--- config.mk ---
export PLATFORM = sky130hd
export DESIGN_NAME = vend_ctrl
export DESIGN_NICKNAME = d
export VERILOG_FILES = /design/src/rtl/vend_pkg.sv /design/src/rtl/vend_credit.sv /design/src/rtl/vend_ctrl.sv
export SDC_FILE = /design/constraint.sdc
export NUM_CORES = 1
export LEC_CHECK = 0
export CORE_MARGIN = 2
export CORE_UTILIZATION = 55
export CTS_BUF_LIST = sky130_fd_sc_hd__clkbuf_8 sky130_fd_sc_hd__clkbuf_16
export CTS_CLUSTER_SIZE = 12
export DETAILED_ROUTE_END_ITERATION = 12
export GPL_TIMING_DRIVEN = 0
export PLACE_DENSITY = 0.8
export SKIP_LAST_GASP = 1
export SLEW_MARGIN = 20
export SYNTH_ARGS = -nofsm -noshare
export SYNTH_HDL_FRONTEND = slang
export SYNTH_SLANG_ARGS = --single-unit
--- constraint.sdc ---
create_clock -name CLK -period 3 [get_ports CLK]
set_clock_uncertainty 0.15 [all_clocks]
set_input_delay 0.6 -clock CLK [delete_from_list [all_inputs] [get_ports CLK]]
set_output_delay 0.6 -clock CLK [all_outputs]
set_load 0.02 [all_outputs]
--- src/rtl/vend_pkg.sv ---
// Shared constants for the vending controller: state codes, coin values,
// credit width and the coin-value helper.
package vend_pkg;

    localparam int unsigned CREDIT_W = 4;
    localparam int unsigned ARITH_W  = CREDIT_W + 1;

    localparam logic [2:0] S_IDLE   = 3'b000;
    localparam logic [2:0] S_CREDIT = 3'b001;
    localparam logic [2:0] S_VEND   = 3'b011;
    localparam logic [2:0] S_CHANGE = 3'b010;
    localparam logic [2:0] S_GAP    = 3'b110;
    localparam logic [2:0] S_FAULT  = 3'b101;

    localparam logic [ARITH_W-1:0] NICKEL_VAL = 5'd1;
    localparam logic [ARITH_W-1:0] DIME_VAL   = 5'd2;

    // Value of the coins presented in one cycle; both together are worth 3.
    function automatic logic [ARITH_W-1:0] coin_value(input logic nickel, input logic dime);
        coin_value = (nickel ? NICKEL_VAL : '0) + (dime ? DIME_VAL : '0);
    endfunction

endpackage

--- src/rtl/vend_credit.sv ---
// Credit register with add-if-it-fits and guarded subtract.
// The controller decides which operation applies in a given cycle.
module vend_credit
    import vend_pkg::*;
#(
    parameter int unsigned PRICE      = 4,
    parameter int unsigned MAX_CREDIT = 15
) (
    input  logic                CLK,
    input  logic                Reset,
    input  logic                add_en,
    input  logic [ARITH_W-1:0]  add_val,
    input  logic                dec_price,
    input  logic                dec_one,
    output logic [CREDIT_W-1:0] credit,
    output logic                add_fits
);

    localparam logic [ARITH_W-1:0] PRICE_W = ARITH_W'(PRICE);
    localparam logic [ARITH_W-1:0] MAX_W   = ARITH_W'(MAX_CREDIT);
    localparam logic [ARITH_W-1:0] ONE_W   = ARITH_W'(1);

    logic [ARITH_W-1:0] credit_w;
    logic [ARITH_W-1:0] sum;

    // Widened sum so an overflowing coin is detected instead of wrapping.
    always_comb begin
        credit_w = {1'b0, credit};
        sum      = credit_w + add_val;
        add_fits = (sum <= MAX_W);
    end

    // Credit update; subtraction only happens when it cannot underflow.
    always_ff @(posedge CLK) begin
        if (!Reset) begin
            credit <= '0;
        end else if (add_en && add_fits) begin
            credit <= CREDIT_W'(sum);
        end else if (dec_price && (credit_w >= PRICE_W)) begin
            credit <= CREDIT_W'(credit_w - PRICE_W);
        end else if (dec_one && (credit_w >= ONE_W)) begin
            credit <= CREDIT_W'(credit_w - ONE_W);
        end
    end

endmodule

--- src/rtl/vend_ctrl.sv ---
// Vending machine controller: coin acceptance, vend handshake with
// timeout, and a one-nickel-every-two-cycles refund loop.
module vend_ctrl
    import vend_pkg::*;
#(
    parameter int unsigned PRICE        = 4,
    parameter int unsigned MAX_CREDIT   = 15,
    parameter int unsigned VEND_TIMEOUT = 255
) (
    input  logic                CLK,
    input  logic                Reset,
    input  logic                Nickel,
    input  logic                Dime,
    input  logic                Select,
    input  logic                Cancel,
    input  logic                VendDone,
    output logic                Dispense,
    output logic                ReturnNickel,
    output logic                CoinReject,
    output logic [CREDIT_W-1:0] Credit,
    output logic                Fault,
    output logic [2:0]          State
);

    localparam int unsigned TO_W = (VEND_TIMEOUT > 2) ? $clog2(VEND_TIMEOUT) : 1;
    localparam logic [TO_W-1:0]    TO_LAST = TO_W'(VEND_TIMEOUT - 1);
    localparam logic [ARITH_W-1:0] PRICE_W = ARITH_W'(PRICE);

    logic [2:0]         next_state;
    logic [TO_W-1:0]    to_cnt;
    logic [ARITH_W-1:0] add_val;
    logic [ARITH_W-1:0] credit_w;
    logic               coin;
    logic               add_en;
    logic               add_fits;
    logic               dec_price;
    logic               dec_one;

    vend_credit #(
        .PRICE      (PRICE),
        .MAX_CREDIT (MAX_CREDIT)
    ) u_credit (
        .CLK       (CLK),
        .Reset     (Reset),
        .add_en    (add_en),
        .add_val   (add_val),
        .dec_price (dec_price),
        .dec_one   (dec_one),
        .credit    (Credit),
        .add_fits  (add_fits)
    );

    // Next-state and credit-operation selection.
    // Cancel outranks Select, and either one taking effect refuses a same-cycle coin.
    always_comb begin
        next_state = State;
        add_en     = 1'b0;
        dec_price  = 1'b0;
        dec_one    = 1'b0;
        add_val    = coin_value(Nickel, Dime);
        coin       = Nickel | Dime;
        credit_w   = {1'b0, Credit};
        case (State)
            S_IDLE, S_CREDIT: begin
                if (Cancel) begin
                    if (credit_w != '0) next_state = S_CHANGE;
                end else if (Select && (State == S_CREDIT) && (credit_w >= PRICE_W)) begin
                    next_state = S_VEND;
                end else if (coin && add_fits) begin
                    add_en     = 1'b1;
                    next_state = S_CREDIT;
                end
            end
            S_VEND: begin
                if (VendDone) begin
                    dec_price  = 1'b1;
                    next_state = (credit_w > PRICE_W) ? S_CHANGE : S_IDLE;
                end else if (to_cnt == TO_LAST) begin
                    next_state = S_FAULT;
                end
            end
            S_CHANGE: begin
                dec_one    = 1'b1;
                next_state = S_GAP;
            end
            S_GAP:   next_state = (credit_w != '0) ? S_CHANGE : S_IDLE;
            S_FAULT: next_state = S_FAULT;
            default: next_state = S_IDLE;
        endcase
    end

    // State and registered outputs, decoded from the state being entered.
    always_ff @(posedge CLK) begin
        if (!Reset) begin
            State        <= S_IDLE;
            Dispense     <= 1'b0;
            ReturnNickel <= 1'b0;
            CoinReject   <= 1'b0;
            Fault        <= 1'b0;
        end else begin
            State        <= next_state;
            Dispense     <= (next_state == S_VEND);
            ReturnNickel <= (next_state == S_CHANGE);
            CoinReject   <= coin && !add_en;
            Fault        <= (next_state == S_FAULT);
        end
    end

    // Cycles spent in VEND since entry; cleared whenever VEND is not held.
    always_ff @(posedge CLK) begin
        if (!Reset) begin
            to_cnt <= '0;
        end else if ((State == S_VEND) && (next_state == S_VEND)) begin
            to_cnt <= to_cnt + 1'b1;
        end else begin
            to_cnt <= '0;
        end
    end

endmodule

Yosys cells after proc, flatten, opt, wreduce, memory -nomap -nowiden. Index checks and enable logic that the tools add are counted.

Output and inout port bits: 11. Input port bits: 7. Bits in registers: 19. Word-level logic and storage cells: 61.

Reduce and logical (&&, ||, !) cells: 14. Magnitude comparators: 4. Add/sub/neg operators: 5. Mux-type cells: 21. Bitwise operators: 1. Eq/ne operators: 9.

Operators by type and width (count): $mux W3 (6); $pmux W3 S5 (1); $eq A3 B2 Y1 const B (4); $mux W4 (3); $eq A3 B3 Y1 const B (3); $add A8 B1 Y8 const B (1); $eq A8 B8 Y1 const B (1); $logic_and A1 B1 Y1 (8); $mux W1 (8); $mux W2 (3); $add A4 B3 Y5 (1); $le A5 B4 Y1 const B (1); $ge A4 B1 Y1 const B (1); $ge A4 B3 Y1 const B (1); $gt A4 B3 Y1 const B (1); $reduce_bool A4 Y1 (1); $sub A4 B1 Y4 const B (1); $sub A4 B3 Y4 const B (1); $add A1 B2 Y3 (1); $eq A3 B1 Y1 const B (1); $logic_not A3 Y1 (1); $reduce_bool A3 Y1 (1); $reduce_and A2 Y1 (1); $reduce_or A2 Y1 (1); other kinds (2) (2).

Longest topological paths before layout.
Depth after elaboration: 12. Mapped depth: 7. Depth with buffers taken out: 6.

Cells and area by module. Synthesis repeated with hierarchy kept, for this count alone.

Cells, all modules: 132. Area total of the unflattened synthesis: 1229.9 µm².

By module, submodules not included: vend_ctrl (area an instance 770.7 µm², cells each 84, instances 1, sequential area each 300.3 µm²); vend_credit (area an instance 459.2 µm², cells each 48, instances 1, sequential area each 80.1 µm²).

Worst setup path after synthesis. No wires, ideal clock.

Kind: input-to-reg. Start: input port Nickel. End: register u_credit.credit[2]. Stages: 6. Slack: 0.832 ns. Buffers on the path: 0. Library setup time: 0.129 ns. Data required time: 2.721 ns. Data arrival time: 1.889 ns. Cells stage by stage: ha_1 -> fa_1 -> a2bb2oi_1 -> o2111a_1 -> a221oi_1 -> mux2i_1.

Word-level cells in the longest chain between the ends: 11. Elaborated cells between the ends (all ways): 13. Classes of those cells: 2 x add/sub; 1 x order compare; 6 x mux; 1 x bitwise; 3 x reduce/logical.

Ends and longest elaborated chain: from (decl) (line vend_ctrl.sv:12) `input logic Nickel,`; $mux W1 (line vend_pkg.sv:20) `coin_value = (nickel ? NICKEL_VAL : '0) + (dime ? DIME_VAL : '0);`; $add A1 B2 Y3 (line vend_pkg.sv:20); $add A4 B3 Y5 (line vend_credit.sv:29) `sum = credit_w + add_val;`; $le A5 B4 Y1 (line vend_credit.sv:30) `add_fits = (sum <= MAX_W);`; $logic_and A1 B1 Y1 (line vend_ctrl.sv:69) `end else if (coin && add_fits) begin`; $mux W1 (line vend_ctrl.sv:69); $mux W1 (line vend_ctrl.sv:67) `end else if (Select && (State == S_CREDIT) && (credit_w >= PRICE_W)) begin`; $mux W1 (line vend_ctrl.sv:65) `if (Cancel) begin`; $mux W1 (line vend_ctrl.sv:63) `case (State)`; $logic_and A1 B1 Y1 (line vend_credit.sv:37) `end else if (add_en && add_fits) begin`; $reduce_bool A3 Y1 (no line) / $mux W4 (equally long branches); to (signal assigned) (line vend_credit.sv:38) `credit <= CREDIT_W'(sum);`; to (signal assigned) (line vend_credit.sv:40) `credit <= CREDIT_W'(credit_w - PRICE_W);`; to (signal assigned) (line vend_credit.sv:42) `credit <= CREDIT_W'(credit_w - ONE_W);`; to (decl) (line vend_credit.sv:15) `output logic [CREDIT_W-1:0] credit,`.

Several ways; a longest one is shown, not always the timed one. A chain may end at the register's enable or synchronous reset.

Final worst setup path. Ends and elaborated chain as after synthesis.

==> reports/qor.log <==
[run_status] result of the run finished clean
[die] Floorplan Core Area 0.001942 mm²
[place] HPWL after detailed placement 1817 µm
[timing] Finish-stage setup viols 0
[pwr] final total power 0.8855 mW
[setup_path] cell at the slowest stage of the critical path clkdlybuf4s50_1
[timing] final-layout setup total negative slack 0 ps
[clocking] number of setup buffers added after CTS 0
[place] placed cell areas 0.001334 mm²
[pwr] total internal power 0.5434 mW
[yosys] Post-synth EDFFs 0
[yosys] portion of the post-synthesis area used by sequential elements 0.3367
[setup_path] Crit Reg-Reg Startpoint u_credit.credit[3]$_SDFFE_PN0P_
[pwr] power share of the combinational group 0.431
[clocking] clock latency reported for the late side of the worst-skew pair 250 ps
[clocking] cts bufs inserted 3
[setup_path] highest net fanout along the worst path 6
[timing] post-layout minimum cycle time 2590 ps
[setup_path] depth of the worst register-to-register path 6
[yosys] post-synth top area share 0.3367
[pwr] Power Density 641.6 mW/mm²
[detailed_routing] Detail Route Antenna Nets 0
[place] setup slack at placement 158.1 ps
[setup_path] nature of the critical path endpoint flip-flop
[die] Boundary Pins 18
[pwr] static leakage 0.5297 nW
[global_route] met1 track demand over resource in global routing 0.2912
[worst_hold_path] hold path cells 1
[yosys] Yosys reg bits 19
[clocking] CTS tree yes
[detailed_routing] total detailed-routing wirelength 2447 µm
[clocking] post-CTS clock slew at the launch and capture registers of the worst setup and hold paths 70 ps
[yosys] ys async rst share 0
[yosys] Top FF cell, synth dfxtp_1
[global_route] total overflow reported by the global router 0
[setup_path] Worst Setup Start Kind input port
[setup_path] cells along the critical path clkdlybuf4s50_1 > ha_1 > fa_1 > a2bb2oi_1 > o2111a_1 > a221oi_1 > mux2i_1
[detailed_routing] drt wl/cell 13.52 µm
[setup_path] Reg2Reg Setup Slack 710 ps
[global_route] GRT Max-Usage Layer met2
[setup_path] Worst Path Class, Setup in -> reg
[place] number of placed instances, taps included 177
[pwr] worst voltage drop across the vdd grid 0.0004332 V
[timing] worst setup margin 410.5 ps
[clocking] Root Driver clkbuf_8
[cells_and_area] number of diodes 0
[yosys] leading cell types by total area after synthesis dfxtp_1, ha_1, nor2_1
[clocking] buffer levels on the longest clock path 2
[setup_path] critical register-to-register path endpoint u_credit.credit[3]$_SDFFE_PN0P_
[die] height of the die 49.33 µm
[global_route] via count of the first global-routing pass 1005
[yosys] Post-Syn Nets 151
[setup_path] buffer and inverter count on the worst path 1
[worst_hold_path] start point of the worst min-delay path to_cnt[0]$_SDFF_PN0_
[clocking] Sinks on Clock Net 19
[pwr] part of the total power dissipated in sequential elements 0.371
[cells_and_area] post-layout net count 173
[timing] hold_ws 351.1 ps
[global_route] wire length of the first global-routing pass 4209 µm
[pwr] Clk pwr share 0.198
[worst_hold_path] Hold EP to_cnt[0]$_SDFF_PN0_
[die] overall die area 0.002433 mm²
[yosys] Cell variety after synth 42
[yosys] synthesized instance count 133
[timing] highest attainable clock frequency 386.2 MHz
[timing] hold violation total from the final report 0
[clocking] H-tree levels 1
[detailed_routing] number of design-rule violations left by the first detailed-router iteration 26
[pwr] switching part of the total 0.3864
[place] number of buffers inserted by port buffering 17
[global_route] met3 track demand over resource in global routing 0.02761
[detailed_routing] Remaining DRCs 0
[setup_path] arrival time worst endpoint 2570 ps
[clocking] post-cts repair resize count 0
[die] Die X-Extent 49.33 µm
[yosys] number of warning messages in the yosys log 0
[die] number of placement rows 16
[timing] number of pins with negative max-slew slack in the final report 0
[yosys] most frequent cell after synthesis dfxtp_1
[cells_and_area] layout cells sized above 1 0.03247
[global_route] total global routing track utilization 0.2170
[timing] final cycle utilization of the critical path 0.8632
[detailed_routing] number of vias in the routed layout 1047
[setup_path] required time reported for the critical path endpoint 2980 ps
[yosys] leading cell types by count after synthesis dfxtp_1, nor2_1, nand2_1
[cells_and_area] number of standard cells in the layout, taps in and fillers out 181
[clocking] hold bufs inserted after CTS 0
[timing] actual transition at the worst max-transition pin 668.1 ps
[worst_hold_path] worst hold path class reg -> reg
[cells_and_area] growth of design area from synthesis to finish 22.15%
[global_route] largest net degree at the start of global routing 12
[yosys] combined area of all synthesized cells 0.001130 mm²
[timing] RSZ-0062 raised after global routing no
[run] Max Cap Viol 0
[setup_path] Worst path max stage delay 450 ps
[pwr] Switching Power 0.3422 mW
[place] global placer's final weighted congestion 0.8653
[timing] Slew HR 0.5506
[yosys] synthesized area divided by synthesized cell count 8.495 µm²
[yosys] area leader, netlist dfxtp_1
[global_route] global routing usage on met2 0.3559
[setup_path] Largest delay share family, worst path compound AO/OA/AOI/OAI gates
[die] initial cell density of the core 0.5818
[detailed_routing] vias per cell 5.785
[cells_and_area] Filler Cells Inserted 158
[detailed_routing] number of search-and-repair iterations in the first detailed-routing pass 5
[global_route] initial antenna violation count 0
[cells_and_area] post-route core utilization 0.7107
[cells_and_area] total non-filler cell area in the finished layout 0.001380 mm²
[routing by layer]
metal	share of wire	wire length, µm
met1	0.47	1161
met2	0.47	1158
met3	0.052	127
met4	0	0
met5	0	0
[cell families (layout without fill, tap and decap cells)]
kind of cell	after synthesis	in the layout	synth area share
AND/OR/NAND/NOR	57	57	0.2680
AO/OA/AOI/OAI	26	26	0.1672
flip-flops	19	19	0.3367
buffers and inverters	13	34	0.04430
adder cells (fa/ha/maj)	11	11	0.1285
XOR/XNOR	6	6	0.04652
multiplexers	1	1	0.008860
[placed cells by master, fill, tap and decap left out, types with 4 or more instances in the layout]
| cell type | synthesis | routed |
|---|---|---|
| and3_1 | 4 | 4 |
| clkdlybuf4s50_1 | 0 | 17 |
| ha_1 | 10 | 10 |
| inv_1 | 10 | 10 |
| a21oi_1 | 5 | 5 |
| nor2_1 | 13 | 13 |
| nand2_1 | 11 | 11 |
| a31oi_1 | 4 | 4 |
| nand2b_1 | 4 | 4 |
| or3_1 | 4 | 4 |
| nand3_1 | 8 | 8 |
| dfxtp_1 | 19 | 19 |
[state kept, by name, summed over array words and instances, names as in the netlist]
| register | cells |
|---|---|
| to_cnt | 8 |
| u_credit.credit | 4 |
| State | 3 |
| CoinReject | 1 |
| Dispense | 1 |
| Fault | 1 |
| ReturnNickel | 1 |
[power groups by stage]
stage / Combinational [mW] / Clock (mW) / Sequential (mW)
2_1_floorplan: 0.211 / 0 / 0.365
5_1_grt: 0.420 / 0.191 / 0.336
3_5_place_dp: 0.375 / 0 / 0.333
6_report: 0.382 / 0.175 / 0.329
3_3_place_gp: 0.363 / 0 / 0.330
4_1_cts: 0.377 / 0.178 / 0.328
[how the worst max path moves through the flow]
stage | from | to | slack, ps | depth (start not counted)
final | Nickel | u_credit.credit[2]$_SDFFE_PN0P_ | 410 | 7
after global routing | Nickel | u_credit.credit[2]$_SDFFE_PN0P_ | 290 | 7
after CTS | Nickel | u_credit.credit[2]$_SDFFE_PN0P_ | 420 | 7
after detailed placement | Nickel | u_credit.credit[2]$_SDFFE_PN0P_ | 160 | 7
after global placement | Nickel | u_credit.credit[2]$_SDFFE_PN0P_ | 190 | 7
after floorplan | Nickel | u_credit.credit[2]$_SDFFE_PN0P_ | 830 | 6
[final cells by class]
cell class,count,area (µm²),area share
flip-flops and latches,19,380.4,0.2756
inverters,10,37.54,0.02720
clock inverters,1,5.005,0.003626
well taps,27,33.78,0.02448
clock buffers,3,41.29,0.02992
plain buffers,3,12.51,0.009066
repair buffers,17,170.2,0.1233
multi-input cells,101,699.4,0.5068
(Power assumes the default switching activity.)
